### src/rtl/demux1_3_buf_if.sv
// ---------------------------------------------------------------------------
// demux1_3_buf_if
//   Bundles the producer stream and the three consumer streams of the 1:3
//   buffered demultiplexer.
//
//   Handshake semantics (all streams): a word moves at a rising clk edge when
//   valid and ready are both high at that edge. Ready never depends
//   combinationally on the valid of the same stream. Once valid is raised,
//   the sender holds data (and in_sel) stable until the transfer happens.
//
//   Signals
//     in_valid   producer has a word
//     in_ready   word at in_data/in_sel accepted this edge if in_valid
//     in_data    producer payload
//     in_sel     destination: 00->0, 01->1, 10/11->2
//     out_valid  bit k: out_data<k> holds a valid word
//     out_ready  bit k: consumer k takes the word this edge
//     out_data0/1/2  head word of FIFO 0/1/2
//     out_cnt    {cnt2,cnt1,cnt0}, 2-bit occupancy per FIFO
//
//   Modports
//     master  producer/consumer side (drives in_*, out_ready)
//     slave   the demux itself
// ---------------------------------------------------------------------------
interface demux1_3_buf_if #(
    parameter int DATA_W = 32
) ();
    logic              in_valid;
    logic              in_ready;
    logic [DATA_W-1:0] in_data;
    logic [1:0]        in_sel;
    logic [2:0]        out_valid;
    logic [2:0]        out_ready;
    logic [DATA_W-1:0] out_data0;
    logic [DATA_W-1:0] out_data1;
    logic [DATA_W-1:0] out_data2;
    logic [5:0]        out_cnt;

    modport master (
        output in_valid,
        input  in_ready,
        output in_data,
        output in_sel,
        input  out_valid,
        output out_ready,
        input  out_data0,
        input  out_data1,
        input  out_data2,
        input  out_cnt
    );

    modport slave (
        input  in_valid,
        output in_ready,
        input  in_data,
        input  in_sel,
        output out_valid,
        input  out_ready,
        output out_data0,
        output out_data1,
        output out_data2,
        output out_cnt
    );
endinterface

### src/rtl/demux1_3_buf.sv
// ---------------------------------------------------------------------------
// demux1_3_buf
//   1-to-3 routing demultiplexer. One valid/ready producer stream is steered
//   by in_sel to one of three consumers, each behind its own 2-entry FIFO so
//   that a stalled consumer never blocks the other two.
//
//   Ports
//     clk    clock, all state updates on the rising edge
//     rst_n  synchronous active-low reset; empties every FIFO and zeroes
//            storage, pointers and counts
//     bus    demux1_3_buf_if.slave (producer stream in, three consumer
//            streams out, per-FIFO occupancy)
//
//   Timing
//     A word accepted at edge N is visible on its output from N+1; there is
//     no bypass path. in_ready depends only on in_sel, rst_n and the
//     registered counts, so there is no combinational path from any
//     out_ready to in_ready. A full destination refuses a push even when it
//     pops in the same cycle.
// ---------------------------------------------------------------------------
module demux1_3_buf #(
    parameter int DATA_W = 32
) (
    input logic            clk,
    input logic            rst_n,
    demux1_3_buf_if.slave  bus
);

    // Per-FIFO storage and bookkeeping; the outer index is the destination.
    logic [DATA_W-1:0] mem_q [3][2];
    logic [DATA_W-1:0] mem_d [3][2];
    logic [2:0]        rd_ptr_q;
    logic [2:0]        rd_ptr_d;
    logic [2:0]        wr_ptr_q;
    logic [2:0]        wr_ptr_d;
    logic [1:0]        cnt_q [3];
    logic [1:0]        cnt_d [3];

    logic [2:0] dest_oh;   // one-hot decode of in_sel
    logic [2:0] full;
    logic [2:0] valid;
    logic [2:0] push;
    logic [2:0] pop;
    logic       dest_full;

    // 2'b11 aliases onto destination 2.
    always_comb begin
        dest_oh = 3'b000;
        case (bus.in_sel)
            2'b00:   dest_oh = 3'b001;
            2'b01:   dest_oh = 3'b010;
            default: dest_oh = 3'b100;
        endcase
    end

    always_comb begin
        full  = 3'b000;
        valid = 3'b000;
        for (int k = 0; k < 3; k++) begin
            full[k]  = (cnt_q[k] == 2'd2);
            valid[k] = (cnt_q[k] != 2'd0);
        end
    end

    assign dest_full    = |(dest_oh & full);
    assign bus.in_ready = rst_n & ~dest_full;

    assign push = {3{bus.in_valid & bus.in_ready}} & dest_oh;
    // out_ready on an empty FIFO is simply ignored.
    assign pop  = valid & bus.out_ready;

    always_comb begin
        mem_d    = mem_q;
        rd_ptr_d = rd_ptr_q;
        wr_ptr_d = wr_ptr_q;
        cnt_d    = cnt_q;
        for (int k = 0; k < 3; k++) begin
            if (push[k]) begin
                mem_d[k][wr_ptr_q[k]] = bus.in_data;
            end
            // 1-bit pointers wrap 1->0 by toggling.
            wr_ptr_d[k] = wr_ptr_q[k] ^ push[k];
            rd_ptr_d[k] = rd_ptr_q[k] ^ pop[k];
            cnt_d[k]    = cnt_q[k] + {1'b0, push[k]} - {1'b0, pop[k]};
        end
    end

    always_ff @(posedge clk) begin
        if (!rst_n) begin
            for (int k = 0; k < 3; k++) begin
                mem_q[k][0] <= '0;
                mem_q[k][1] <= '0;
                cnt_q[k]    <= 2'd0;
            end
            rd_ptr_q <= 3'b000;
            wr_ptr_q <= 3'b000;
        end else begin
            mem_q    <= mem_d;
            cnt_q    <= cnt_d;
            rd_ptr_q <= rd_ptr_d;
            wr_ptr_q <= wr_ptr_d;
        end
    end

    // Heads are driven straight from storage, so they hold steady while a
    // consumer stalls.
    assign bus.out_valid = valid;
    assign bus.out_data0 = mem_q[0][rd_ptr_q[0]];
    assign bus.out_data1 = mem_q[1][rd_ptr_q[1]];
    assign bus.out_data2 = mem_q[2][rd_ptr_q[2]];
    assign bus.out_cnt   = {cnt_q[2], cnt_q[1], cnt_q[0]};

endmodule

### src/flat_wrapper.sv
// flat-port wrapper written by rule: the top's interface ports become plain ports
module demux1_3_buf_flat 
#(
    parameter int DATA_W = 32
)
  (clk, rst_n, bus_in_valid, bus_in_ready, bus_in_data, bus_in_sel, bus_out_valid, bus_out_ready, bus_out_data0, bus_out_data1, bus_out_data2, bus_out_cnt);
  demux1_3_buf_if #(.DATA_W(DATA_W)) bus_i ();
  input logic clk;
  input logic rst_n;
  input wire logic [$bits(bus_i.in_valid)-1:0] bus_in_valid;
  output wire logic [$bits(bus_i.in_ready)-1:0] bus_in_ready;
  input wire logic [$bits(bus_i.in_data)-1:0] bus_in_data;
  input wire logic [$bits(bus_i.in_sel)-1:0] bus_in_sel;
  output wire logic [$bits(bus_i.out_valid)-1:0] bus_out_valid;
  input wire logic [$bits(bus_i.out_ready)-1:0] bus_out_ready;
  output wire logic [$bits(bus_i.out_data0)-1:0] bus_out_data0;
  output wire logic [$bits(bus_i.out_data1)-1:0] bus_out_data1;
  output wire logic [$bits(bus_i.out_data2)-1:0] bus_out_data2;
  output wire logic [$bits(bus_i.out_cnt)-1:0] bus_out_cnt;
  assign bus_i.in_valid = bus_in_valid;
  assign bus_in_ready = bus_i.in_ready;
  assign bus_i.in_data = bus_in_data;
  assign bus_i.in_sel = bus_in_sel;
  assign bus_out_valid = bus_i.out_valid;
  assign bus_i.out_ready = bus_out_ready;
  assign bus_out_data0 = bus_i.out_data0;
  assign bus_out_data1 = bus_i.out_data1;
  assign bus_out_data2 = bus_i.out_data2;
  assign bus_out_cnt = bus_i.out_cnt;
  demux1_3_buf #(.DATA_W(DATA_W)) u_core (.clk(clk), .rst_n(rst_n), .bus(bus_i));
endmodule
### config.mk
export PLATFORM = sky130hd
export DESIGN_NAME = demux1_3_buf_flat
export DESIGN_NICKNAME = d
export VERILOG_FILES = /design/src/rtl/demux1_3_buf_if.sv /design/src/rtl/demux1_3_buf.sv /design/src/flat_wrapper.sv
export SDC_FILE = /design/constraint.sdc
export NUM_CORES = 1
export LEC_CHECK = 0
export BUFFER_PORTS_ARGS = -buffer_cell sky130_fd_sc_hd__buf_2
export CAP_MARGIN = 30
export CORE_MARGIN = 3
export CORE_UTILIZATION = 37
export CTS_BUF_LIST = sky130_fd_sc_hd__clkbuf_4 sky130_fd_sc_hd__clkbuf_8
export CTS_CLUSTER_DIAMETER = 30
export CTS_CLUSTER_SIZE = 28
export DETAILED_ROUTE_END_ITERATION = 8
export HOLD_SLACK_MARGIN = 0.15
export MAX_ROUTING_LAYER = met4
export PLACE_DENSITY = 0.68
export SKIP_CTS_REPAIR_TIMING = 1
export SYNTH_ARGS = -nofsm -noshare
export SYNTH_HDL_FRONTEND = slang
export SYNTH_SLANG_ARGS = --single-unit
### constraint.sdc
create_clock -name clk -period 2.5 [get_ports clk]
set_input_delay 0.5 -clock clk [delete_from_list [all_inputs] [get_ports clk]]
set_output_delay 0.5 -clock clk [all_outputs]
set_load 0.05 [all_outputs]
# Yosys cells after proc, flatten, opt, wreduce, memory -nomap -nowiden
# Cells that the tools add are included.
classes:
  mux: 19
  n_lt_le_gt_ge: 9
  n_bitwise: 18
  n_eq_ne: 4
  n_reduce_logical: 8
  add_sub_neg: 6
op_table:
  columns: ["cell", "count"]
  rows:
  - ["32-bit two-way mux", 12]
  - ["64-bit bitwise mux", 3]
  - ["32-bit demux with 1-bit select", 3]
  - ["2-bit greater-or-equal comparator (second input constant)", 6]
  - ["1-bit NOT with 2-bit output", 6]
  - ["3-bit AND", 3]
  - ["2-bit by 1-bit adder with 2-bit output", 3]
  - ["2-bit equality test (second input constant)", 3]
  - ["2-bit by 1-bit < comparator with 1-bit output (second input constant)", 3]
  - ["3-bit case mux with 2 select lines", 1]
  - ["2-bit nonzero test", 3]
  - ["2-bit by 1-bit subtractor with 2-bit output", 3]
  - ["1-bit bitwise XOR", 6]
  - ["1-bit logical AND", 3]
  - ["3-bit OR reduction", 1]
  - ["1-bit AND", 2]
  - ["2-bit by 1-bit equality test with 1-bit output (second input constant)", 1]
  - ["2-bit logical NOT", 1]
  - ["1-bit NOT", 1]
totals:
  elab_cells: 75
  ff_bits: 204
  output_inout_bits: 106

# Longest topological paths before layout
# Gate-level depths: netlist (run 1).
depth:
  ltp_word: 10
  ltp_mapped: 8
  depth_no_buf: 6

# Least setup slack after synthesis (run 1)
# OpenSTA, ideal clock, no wires.
synth_path:
  path_type: "reg2out"
  start: "register u_core.cnt_q, in the netlist u_core.bus.out_cnt[4]"
  end: "output bus_in_ready"
  n_path_buf: 0
  path_stages_with_launch: 3
  t_arrival_ps: 2620
  required_time_ps: 2000
  setup_slack_ps: -620
  path_cell_list: "dfxtp_1 -> nor2b_1 -> a2111oi_1"
synth_between:
  elab_chain_len: 5
synth_lines:
  columns: ["element", "line", "rtl"]
  rows:
  - ["start, declared", "demux1_3_buf.sv:36", "logic [1:0] cnt_q [3];"]
  - ["start signal, assigned", "demux1_3_buf.sv:99", "cnt_q <= cnt_d;"]
  - ["2-bit equality test", "demux1_3_buf.sv:60", "full[k] = (cnt_q[k] == 2'd2);"]
  - ["3-bit AND", "demux1_3_buf.sv:65", "assign dest_full = |(dest_oh & full);"]
  - ["3-bit OR reduction", "demux1_3_buf.sv:65", null]
  - ["1-bit NOT", "demux1_3_buf.sv:66", "assign bus.in_ready = rst_n & ~dest_full;"]
  - ["1-bit AND", "demux1_3_buf.sv:66", null]
  - ["end, declared", "flat_wrapper.sv:11", "output wire logic [$bits(bus_i.in_ready)-1:0] bus_in_ready;"]
# Every way passes these cells.

# Final worst setup path (run 1)
layout_path:
  start: "register u_core.rd_ptr_q[0]"
  end: "output bus_out_data0[20]"
layout_between:
  elab_chain_len: 4
layout_lines:
  columns: ["element", "line", "rtl"]
  rows:
  - ["start, declared", "demux1_3_buf.sv:32", "logic [2:0] rd_ptr_q;"]
  - ["start signal, assigned", "demux1_3_buf.sv:100", "rd_ptr_q <= rd_ptr_d;"]
  - ["1-bit NOT with 2-bit output (implied by the code)", "demux1_3_buf.sv:108", "assign bus.out_data0 = mem_q[0][rd_ptr_q[0]];"]
  - ["32-bit two-way mux (implied by the code) (3 in a row)", "demux1_3_buf.sv:108", null]
  - ["end, declared", "flat_wrapper.sv:16", "output wire logic [$bits(bus_i.out_data0)-1:0] bus_out_data0;"]
# Every way passes these cells. The select of a mux whose other input is x is not followed.

==> results of run 1 <==
worst min-delay path, cell delays in order:
cell     delay [ns]
buf_2          0.14
mux2i_1        0.08
nor2_1         0.07
per-stage QoR:
stage / instance area (µm²) / worst slack, ns / instances / util [%]
after global routing: 10950 / 0.08515 / 1310 / 47.91
after floorplan: 8711 / 0.04784 / 800 / -
after detailed placement: 9774 / 0.1750 / 1222 / 42.78
after CTS: 10940 / 0.03775 / 1309 / 47.89
final: 10950 / 0.1773 / 1310 / 47.91
after global placement: 9774 / 0.2627 / 1222 / 42.78
synth_stat cells, drive strengths merged, types with 3 or more instances:
| cell | n |
|---|---|
| and2 | 3 |
| a2111oi | 3 |
| or2 | 3 |
| o21a | 3 |
| inv | 11 |
| buf | 57 |
| ha | 12 |
| nor2 | 198 |
| dfxtp | 204 |
| mux2i | 195 |
| nand2 | 4 |
| nand2b | 3 |
| mux2 | 96 |
| xnor3 | 3 |
power groups by stage:
stage                     Combinational (W)  Clock, W  Sequential (W)
final                               0.00162   0.00455         0.00348
after global routing                0.00173   0.00487         0.00349
after CTS                           0.00165   0.00468         0.00347
after detailed placement            0.00164         0         0.00354
after global placement              0.00162         0         0.00354
after floorplan                     0.00118         0         0.00362
worst max path at each step:
stage                          start                 to  slack (ns)  depth (start not counted)
6_report          u_core.rd_ptr_q[0]  bus_out_data0[20]        0.18                          3
5_1_grt           u_core.rd_ptr_q[0]  bus_out_data0[20]        0.09                          3
4_1_cts           u_core.rd_ptr_q[1]  bus_out_data1[29]        0.04                          3
3_5_place_dp                   rst_n   u_core.mem_q[71]        0.18                          7
3_3_place_gp                   rst_n   u_core.mem_q[95]        0.26                          7
2_1_floorplan  u_core.bus.out_cnt[4]       bus_in_ready        0.05                          2
kinds of logic (layout without fill, tap and decap cells):
family                     count (synthesis)  after routing
xor gates and xnor gates                   3              3
other                                      0              1
muxes                                    291            291
AOI/OAI and AO/OA                          6              6
buffers and inverters                     69            265
DFF                                      204            204
adders and majority gates                 12             12
and+or+nand+nor                          215            215
metal layers:
layer / wire, µm / up-vias
met5: 0 / -
met4: 340 / 0
met3: 1057 / 31
met2: 9299 / 148
met1: 9340 / 2835
li1: - / 3041
registers in the layout (all words and copies together), names as in the netlist:
name	flops
u_core.mem_q	192
u_core.bus.out_cnt	6
u_core.wr_ptr_q	3
u_core.rd_ptr_q	3
final cells by class:
class                      instances  share of cell area, %
inverter                          11                 0.4230
clock inverter                    26                  3.441
sequential                       204                  37.37
multi-input combinational        527                  38.21
tap                              313                  3.578
antenna                            1                0.02286
clock buffer                      61                  7.213
timing repair buffer             167                  9.739
==> flow_summary.ini, run 1 <==
[grt]
grt_pass1_vias = 6197
top_usage_layer = met2
overflow = 0
use_met1_pct = 20.14
met3_usage_pct = 3.954
met2_usage_pct = 25.51
grt_pass1_wl_um = 32610
grt_max_degree = 199
antenna_found_initial = 1
grt_usage_pct = 16.05

[setup_path]
slowest_delay_ns = 0.40
r2r_slack_ns = 0.42
worst_ep_required_time_ns = 2.00
path_cells = buf_4, mux2_1, buf_2
critPathLaunchType = flip-flop
crit_slowest_cell = mux2_1
crit_buf_inv = 2
crit_arrival_ns = 1.82
crit_fanout = 19
r2r-start = u_core.bus.out_cnt[2]
endpoint_kind = output pin
r2r_cells = 6
cp_top_family = buffers and inverters
reg2reg_to = u_core.mem_q[114]
critPathKind = reg -> out

[timing]
finalSetupTns_ns = 0
timing.final.crit_share_pct = 92.91
timing.fmax_mhz = 430.5
slew_viol_final = 0
hold_ws_ns = 0.2747
final.setup_skew_ns = 0.02186
finalCriticalPeriod_ns = 2.323
finalSetupViolations = 0
rsz0062_at_grt = false
worstMarginPinSlew_ns = 0.8970
hold_viol = 0
slew_headroom_pct = 40.20

[routing]
vias = 6055
viasPerCell = 4.622
initialDrtViolationCount = 214
firstDrtPassIters = 4
drt-total-wl_um = 20040
antenna_left = 0
wl_per_cell_um = 15.30
drcViolationCount = 0

[clock_network]
cts_buffers = 47
clk_pin_slew_ns = 0.06
htreeDepth = 2
tritoncts = yes
cts_buffer_depth = 3
ctsRootBufferMaster = clkbuf_8
clkSinkCount = 204
insertion_delay_ns = 0.54

[synthesis]
synth_ff_type = dfxtp_1
syn_nets = 852
synthMuxAreaShare_pct = 34.84
synth_top_family_by_area = multiplexers
yosysWarnings = 0
yosys_register_bits = 204
synth-compound-area-share_pct = 0.7186
yosysSeqAreaShare_pct = 46.91
synth_edf_count = 0
netlist_instances = 800
syn-cell-area_mm2 = 0.008706
synthTopCellsByArea = dfxtp_1, mux2i_1, mux2_1
synth_top_area_cell = dfxtp_1
synth_top_cell_area_share_pct = 46.91
synth-simple-area-share_pct = 9.759
ys_types = 25
synth-adder-area-share_pct = 1.725
synth.avg_cell_area_um2 = 10.88
synthArstFlopShare_pct = 0
synth-xor-area-share_pct = 0.7761

[power]
max-vdd-ir-drop_v = 0.0009684
clkPwrFrac_pct = 47.1
p_leak_nw = 4.610
pwr-share-seq_pct = 36.0
p_sw_share_pct = 28.67
report.power.total_w = 0.009649
p_int_w = 0.006882
switchingPower_w = 0.002767
power.density_mw_per_mm2 = 881.5
p_comb_share_pct = 16.8

[floorplanning]
fp.dieH_um = 159.4
fp.coreArea_mm2 = 0.02285
dieArea_mm2 = 0.02541
num_rows = 55
boundaryPins = 146
initial_utilization_pct = 38.11
die_x_um = 159.4

[placement]
gp_congestion = 0.7288
hpwl_um = 12740
numPortBuffers = 145

[final_layout]
n_fill_cell = 2172
mostFrequentLayoutCells = dfxtp_1, nor2_1, mux2i_1
layout-drive-gt1-share_pct = 27.21
syn_to_final_growth_pct = 25.73
layout_commonest_cell = dfxtp_1
register_area_mm2 = 0.004090
final_nets = 1010
multiInputGateArea_mm2 = 0.004183

[status]
outcome = finished clean

[run]
maxCapViolCount = 0

[hold_path]
hold_path_class = in -> reg
min_delay_worst_endpoint = u_core.mem_q[186]
min_from = bus_in_data[26]
hold_depth = 3
(Power assumes the default switching activity.)
==> inputs of run 2 (changes only) <==
--- a/config.mk
+++ b/config.mk
@@ -7,15 +7,18 @@
 export LEC_CHECK = 0
 export BUFFER_PORTS_ARGS = -buffer_cell sky130_fd_sc_hd__buf_2
 export CAP_MARGIN = 30
+export CELL_PAD_IN_SITES_DETAIL_PLACEMENT = 0
+export CELL_PAD_IN_SITES_GLOBAL_PLACEMENT = 1
 export CORE_MARGIN = 3
 export CORE_UTILIZATION = 37
 export CTS_BUF_LIST = sky130_fd_sc_hd__clkbuf_4 sky130_fd_sc_hd__clkbuf_8
 export CTS_CLUSTER_DIAMETER = 30
 export CTS_CLUSTER_SIZE = 28
 export DETAILED_ROUTE_END_ITERATION = 8
+export GPL_TIMING_DRIVEN = 0
 export HOLD_SLACK_MARGIN = 0.15
 export MAX_ROUTING_LAYER = met4
-export PLACE_DENSITY = 0.68
+export PLACE_DENSITY = 0.81
 export SKIP_CTS_REPAIR_TIMING = 1
 export SYNTH_ARGS = -nofsm -noshare
 export SYNTH_HDL_FRONTEND = slang
==> run 2 against run 1 <==
Global-route usage increased by 1.3 points. Flip-flop and latch count unchanged. Sequential power about the same. Combinational power increased by 5%. Critical path depth increased by 1. Core utilization decreased by 0.76 points. Critical endpoint is now bus_out_data0[30]. Count of clock-buffer cells in the layout decreased by 1. First-iteration DRC count increased by 13%.
==> flow_summary.ini, run 2 (synthesis results as in run 1) <==
[floorplanning]
boundaryPins = 146
dieArea_mm2 = 0.02541
fp.dieH_um = 159.4
num_rows = 55
die_x_um = 159.4
fp.coreArea_mm2 = 0.02285
initial_utilization_pct = 38.11

[final_layout]
syn_to_final_growth_pct = 23.73
top_register = u_core.mem_q
stdcell_area_mm2 = 0.01077
largest_reg_flops = 192
instances_no_fill = 1341
layout_commonest_cell = dfxtp_1
final_nets = 1044
utilization_pct = 47.15
layout-drive-gt1-share_pct = 27.75
mostFrequentLayoutCells = dfxtp_1, nor2_1, mux2i_1

[routing]
drt-total-wl_um = 21290
initialDrtViolationCount = 242
drcViolationCount = 0
viasPerCell = 4.626
firstDrtPassIters = 4
wl_per_cell_um = 15.87
vias = 6204
antenna_left = 0

[clock_network]
ctsRootBufferMaster = clkbuf_8
clkSinkCount = 204
insertion_delay_ns = 0.53
cts_buffers = 45
clk_pin_slew_ns = 0.06
tritoncts = yes
cts_buffer_depth = 3
htreeDepth = 2

[setup_path]
critPathKind = reg -> out
slowest_delay_ns = 0.40
reg2reg_to = u_core.mem_q[75]
critPathLaunch = u_core.rd_ptr_q[0]
r2r-start = u_core.bus.out_cnt[2]
crit_end = bus_out_data0[30]
r2r_cells = 7
crit_fanout = 10
endpoint_kind = output pin
crit_arrival_ns = 1.88
critPathLaunchType = flip-flop
r2r_slack_ns = 0.38
worst_ep_required_time_ns = 2.00
path_cells = buf_2, buf_6, mux2_1, buf_2
cpMostUsedCell = buf_2
crit_slowest_cell = mux2_1

[timing]
finalSetupViolations = 0
worstMarginPinSlew_ns = 0.6235
finalCriticalPeriod_ns = 2.376
rsz0062_at_grt = false
final.setup_skew_ns = 0.02849
slew_headroom_pct = 58.35
timing.fmax_mhz = 420.9
timing.final.crit_share_pct = 95.03
layout_setup_ws_ns = 0.1242
slew_viol_final = 0
hold_viol = 0

[placement]
numPortBuffers = 145
hpwl_um = 15080
place_inst = 1258
dp_slack_ns = -0.04848
placed_area_mm2 = 0.009828
gp_congestion = 0.7671

[power]
report.power.total_w = 0.008825
power.density_mw_per_mm2 = 819.3
max-vdd-ir-drop_v = 0.0005764
p_leak_nw = 4.645

[grt]
antenna_found_initial = 1
grt_max_degree = 12
grt_pass1_vias = 6422
grt_pass1_wl_um = 34710
grt_usage_pct = 17.33
overflow = 0

[hold_path]
hold_path_class = in -> reg

[run]
maxCapViolCount = 0

[status]
outcome = finished clean
## run 2: where the power goes
| part | switching, W | leakage, nW | total (W) | internal [W] |
|---|---|---|---|---|
| combinational | 0.00110 | 2.50 | 0.00170 | 0.000595 |
| clock | 0.00151 | 0.497 | 0.00368 | 0.00218 |
| sequential | 0.0000760 | 1.65 | 0.00345 | 0.00337 |
## run 2: critical path, delay by kind of cell, from the launching register on
kind | cells | cell delay (ns)
buf+inv | 3 | 0.65
flops | 1 | 0.30
mux | 1 | 0.40
## run 2: layout make-up
class / instances / area, µm²
Buffer: 58 / 417.9
Fill cell: 2260 / 12080
Multi-Input combinational cell: 527 / 4168
Tap cell: 313 / 391.6
Clock inverter: 22 / 152.6
Clock buffer: 60 / 788.3
Inverter: 11 / 41.29
Antenna cell: 1 / 2.502
Timing Repair Buffer: 145 / 725.7
Sequential cell: 204 / 4084
## run 2: how the worst min path moves through the flow
| stage | slack [ns] | to | startpoint | cells after the start |
|---|---|---|---|---|
| after floorplan | 0.45 | u_core.mem_q[100] | u_core.mem_q[100] | 2 |
| after global placement | 0.46 | u_core.mem_q[114] | u_core.mem_q[114] | 2 |
| after detailed placement | 0.47 | u_core.mem_q[170] | u_core.mem_q[170] | 2 |
| after CTS | 0.26 | u_core.mem_q[85] | bus_in_data[21] | 3 |
| after global routing | 0.27 | u_core.mem_q[26] | bus_in_data[26] | 3 |
| final | 0.29 | u_core.mem_q[155] | bus_in_data[27] | 3 |
## run 2: per-stage QoR
step	hold slack, ns	setup TNS, ns
2_1_floorplan	0.4527	0
3_3_place_gp	0.4637	-0.7703
5_1_grt	0.2655	0
3_5_place_dp	0.4729	-2.176
4_1_cts	0.2563	0
6_report	0.2900	0
## run 2: per-layer routing
| metal | routed length, µm | GRT usage [%] | vias to the layer above |
|---|---|---|---|
| met2 | 9916 | 27.58 | 164 |
| met4 | 263 | 4.855 | 0 |
| met1 | 9933 | 22.15 | 2917 |
| met5 | 0 | - | - |
| li1 | - | - | 3099 |
| met3 | 1175 | 4.084 | 24 |
==> inputs of run 3 (changes only) <==
--- a/config.mk
+++ b/config.mk
@@ -18,7 +18,8 @@
 export GPL_TIMING_DRIVEN = 0
 export HOLD_SLACK_MARGIN = 0.15
 export MAX_ROUTING_LAYER = met4
-export PLACE_DENSITY = 0.81
+export PLACE_DENSITY_LB_ADDON = 0.25
+export SETUP_SLACK_MARGIN = 0.5
 export SKIP_CTS_REPAIR_TIMING = 1
 export SYNTH_ARGS = -nofsm -noshare
 export SYNTH_HDL_FRONTEND = slang
==> constraint.sdc (replaced) <==
create_clock -name clk -period 2.33 [get_ports clk]
set_input_delay 0.466 -clock clk [delete_from_list [all_inputs] [get_ports clk]]
set_output_delay 0.466 -clock clk [all_outputs]
set_load 0.05 [all_outputs]
==> run 3 against run 2 <==
Worst hold slack got worse by 0.054 ns. First-iteration DRC count is 20% higher. Clock power rose by 18%. Sequential share of layout area fell by 6.2 points. Flip-flop and latch count unchanged. Critical path depth unchanged. Count of clock-buffer cells in the layout decreased by 3. Total power up 23%. Register-to-register slack about the same. Routed wire length up 17%. Final area is 20% higher. Sequential power rose by 8.7%. Critical path type unchanged.
==> flow_summary.ini, run 3 (synthesis results as in run 1) <==
[status]
outcome = finished clean

[timing]
hold_viol = 0
worstMarginPinSlew_ns = 0.6186
slew_viol_final = 0
rsz0062_at_grt = true
finalCriticalPeriod_ns = 2.189
hold_ws_ns = 0.2362
timing.final.crit_share_pct = 93.97
slew_headroom_pct = 58.76
layout_setup_ws_ns = 0.1406
finalSetupViolations = 0
timing.fmax_mhz = 456.7
final.setup_skew_ns = 0.02763
finalSetupTns_ns = 0

[placement]
numPortBuffers = 145
place_inst = 1258
gp_congestion = 0.7352
hpwl_um = 15080
dp_slack_ns = 0.09241

[routing]
firstDrtPassIters = 4
viasPerCell = 4.627
wl_per_cell_um = 18.01
drt-total-wl_um = 24890
vias = 6395
drcViolationCount = 0
antenna_left = 0
initialDrtViolationCount = 290

[run]
maxCapViolCount = 0

[setup_path]
worst_ep_required_time_ns = 1.86
slowest_delay_ns = 0.37
crit_end = bus_out_data2[14]
r2r-start = u_core.bus.out_cnt[1]
reg2reg_to = u_core.mem_q[185]
crit_slowest_cell = dfxtp_4
crit_fanout = 10
r2r_cells = 8
critPathLaunchType = flip-flop
endpoint_kind = output pin
cpMostUsedCell = buf_12
critPathLaunch = u_core.rd_ptr_q[2]
critPathKind = reg -> out
path_cells = buf_12, buf_12, mux2_2, buf_6
r2r_slack_ns = 0.38
cp_top_family = buffers and inverters
crit_arrival_ns = 1.72
crit_buf_inv = 3
path_depth = 4

[final_layout]
n_fill_cell = 1991
final_nets = 1085
instances_no_fill = 1382
layout_commonest_cell = nor2_1
syn_to_final_growth_pct = 49.07
mostFrequentLayoutCells = nor2_1, dfxtp_1, mux2i_1
diodes = 0
largest_reg_flops = 192
top_register = u_core.mem_q
layout-drive-gt1-share_pct = 40.88

[clock_network]
cts_buffer_depth = 3
clk_pin_slew_ns = 0.06
cts_buffers = 47
htreeDepth = 2
insertion_delay_ns = 0.55
clkSinkCount = 204
ctsRootBufferMaster = clkbuf_8
tritoncts = yes

[floorplanning]
initial_utilization_pct = 38.11
boundaryPins = 146
fp.dieH_um = 159.4
fp.coreArea_mm2 = 0.02285
die_x_um = 159.4
dieArea_mm2 = 0.02541
num_rows = 55

[grt]
grt_max_degree = 13
grt_pass1_wl_um = 35470
overflow = 0
grt_pass1_vias = 6393
grt_usage_pct = 17.87
antenna_found_initial = 0

[power]
report.power.total_w = 0.01086
power.density_mw_per_mm2 = 837.0
max-vdd-ir-drop_v = 0.0006180
p_leak_nw = 5.130

[hold_path]
hold_path_class = in -> reg
## run 3: changes by cell type in the layout (fill, tap and decap cells not counted), sizes merged
cell / previous run / this run
clkinv: 17 / 13
clkinvlp: 4 / 10
buf: 202 / 220
inv: 11 / 13
bufinv: 1 / 3
clkbuf: 61 / 79
diode: 1 / 0
## run 3: worst min path at each step
| stage | start | end | depth (start not counted) |
|---|---|---|---|
| finish | bus_in_data[28] | u_core.mem_q[156] | 3 |
| global route | bus_in_data[18] | u_core.mem_q[114] | 3 |
| CTS | bus_in_data[27] | u_core.mem_q[123] | 3 |
| detailed placement | u_core.mem_q[100] | u_core.mem_q[100] | 2 |
| global placement | u_core.mem_q[37] | u_core.mem_q[37] | 2 |
| floorplan | u_core.mem_q[100] | u_core.mem_q[100] | 2 |
## run 3: per-stage QoR
stage                     instance area [µm²]  util (%)
after floorplan                          8825         -
after global placement                   9942     43.52
after detailed placement                 9942     43.52
after CTS                               10970     48.02
after global routing                    12980     56.80
final                                   12980     56.80
## run 3: per-layer routing
metal / track usage, % / share of wire (%)
met5: - / 0
met4: 5.690 / 1.6
met3: 3.798 / 5.0
met2: 27.36 / 46
met1: 23.70 / 47
## run 3: report_power, final
group	internal (W)	total, W	switching [W]
sequential	0.00364	0.00375	0.000112
combinational	0.00133	0.00275	0.00142
clock	0.00256	0.00436	0.00181
## run 3: worst min-delay path, stage by stage
cell	delay, ns
buf_2	0.13
mux2i_1	0.08
nor2_1	0.07
## run 3: area by class of cell
cell class / instances / area (µm²) / share of cell area, %
plain buffers: 58 / 764.5 / 5.891
well taps: 313 / 391.6 / 3.018
clock inverters: 28 / 264.0 / 2.034
inverters: 11 / 46.29 / 0.3567
repair buffers: 184 / 2132 / 16.43
multi-input cells: 527 / 4503 / 34.70
clock buffers: 57 / 765.7 / 5.901
flip-flops and latches: 204 / 4110 / 31.67
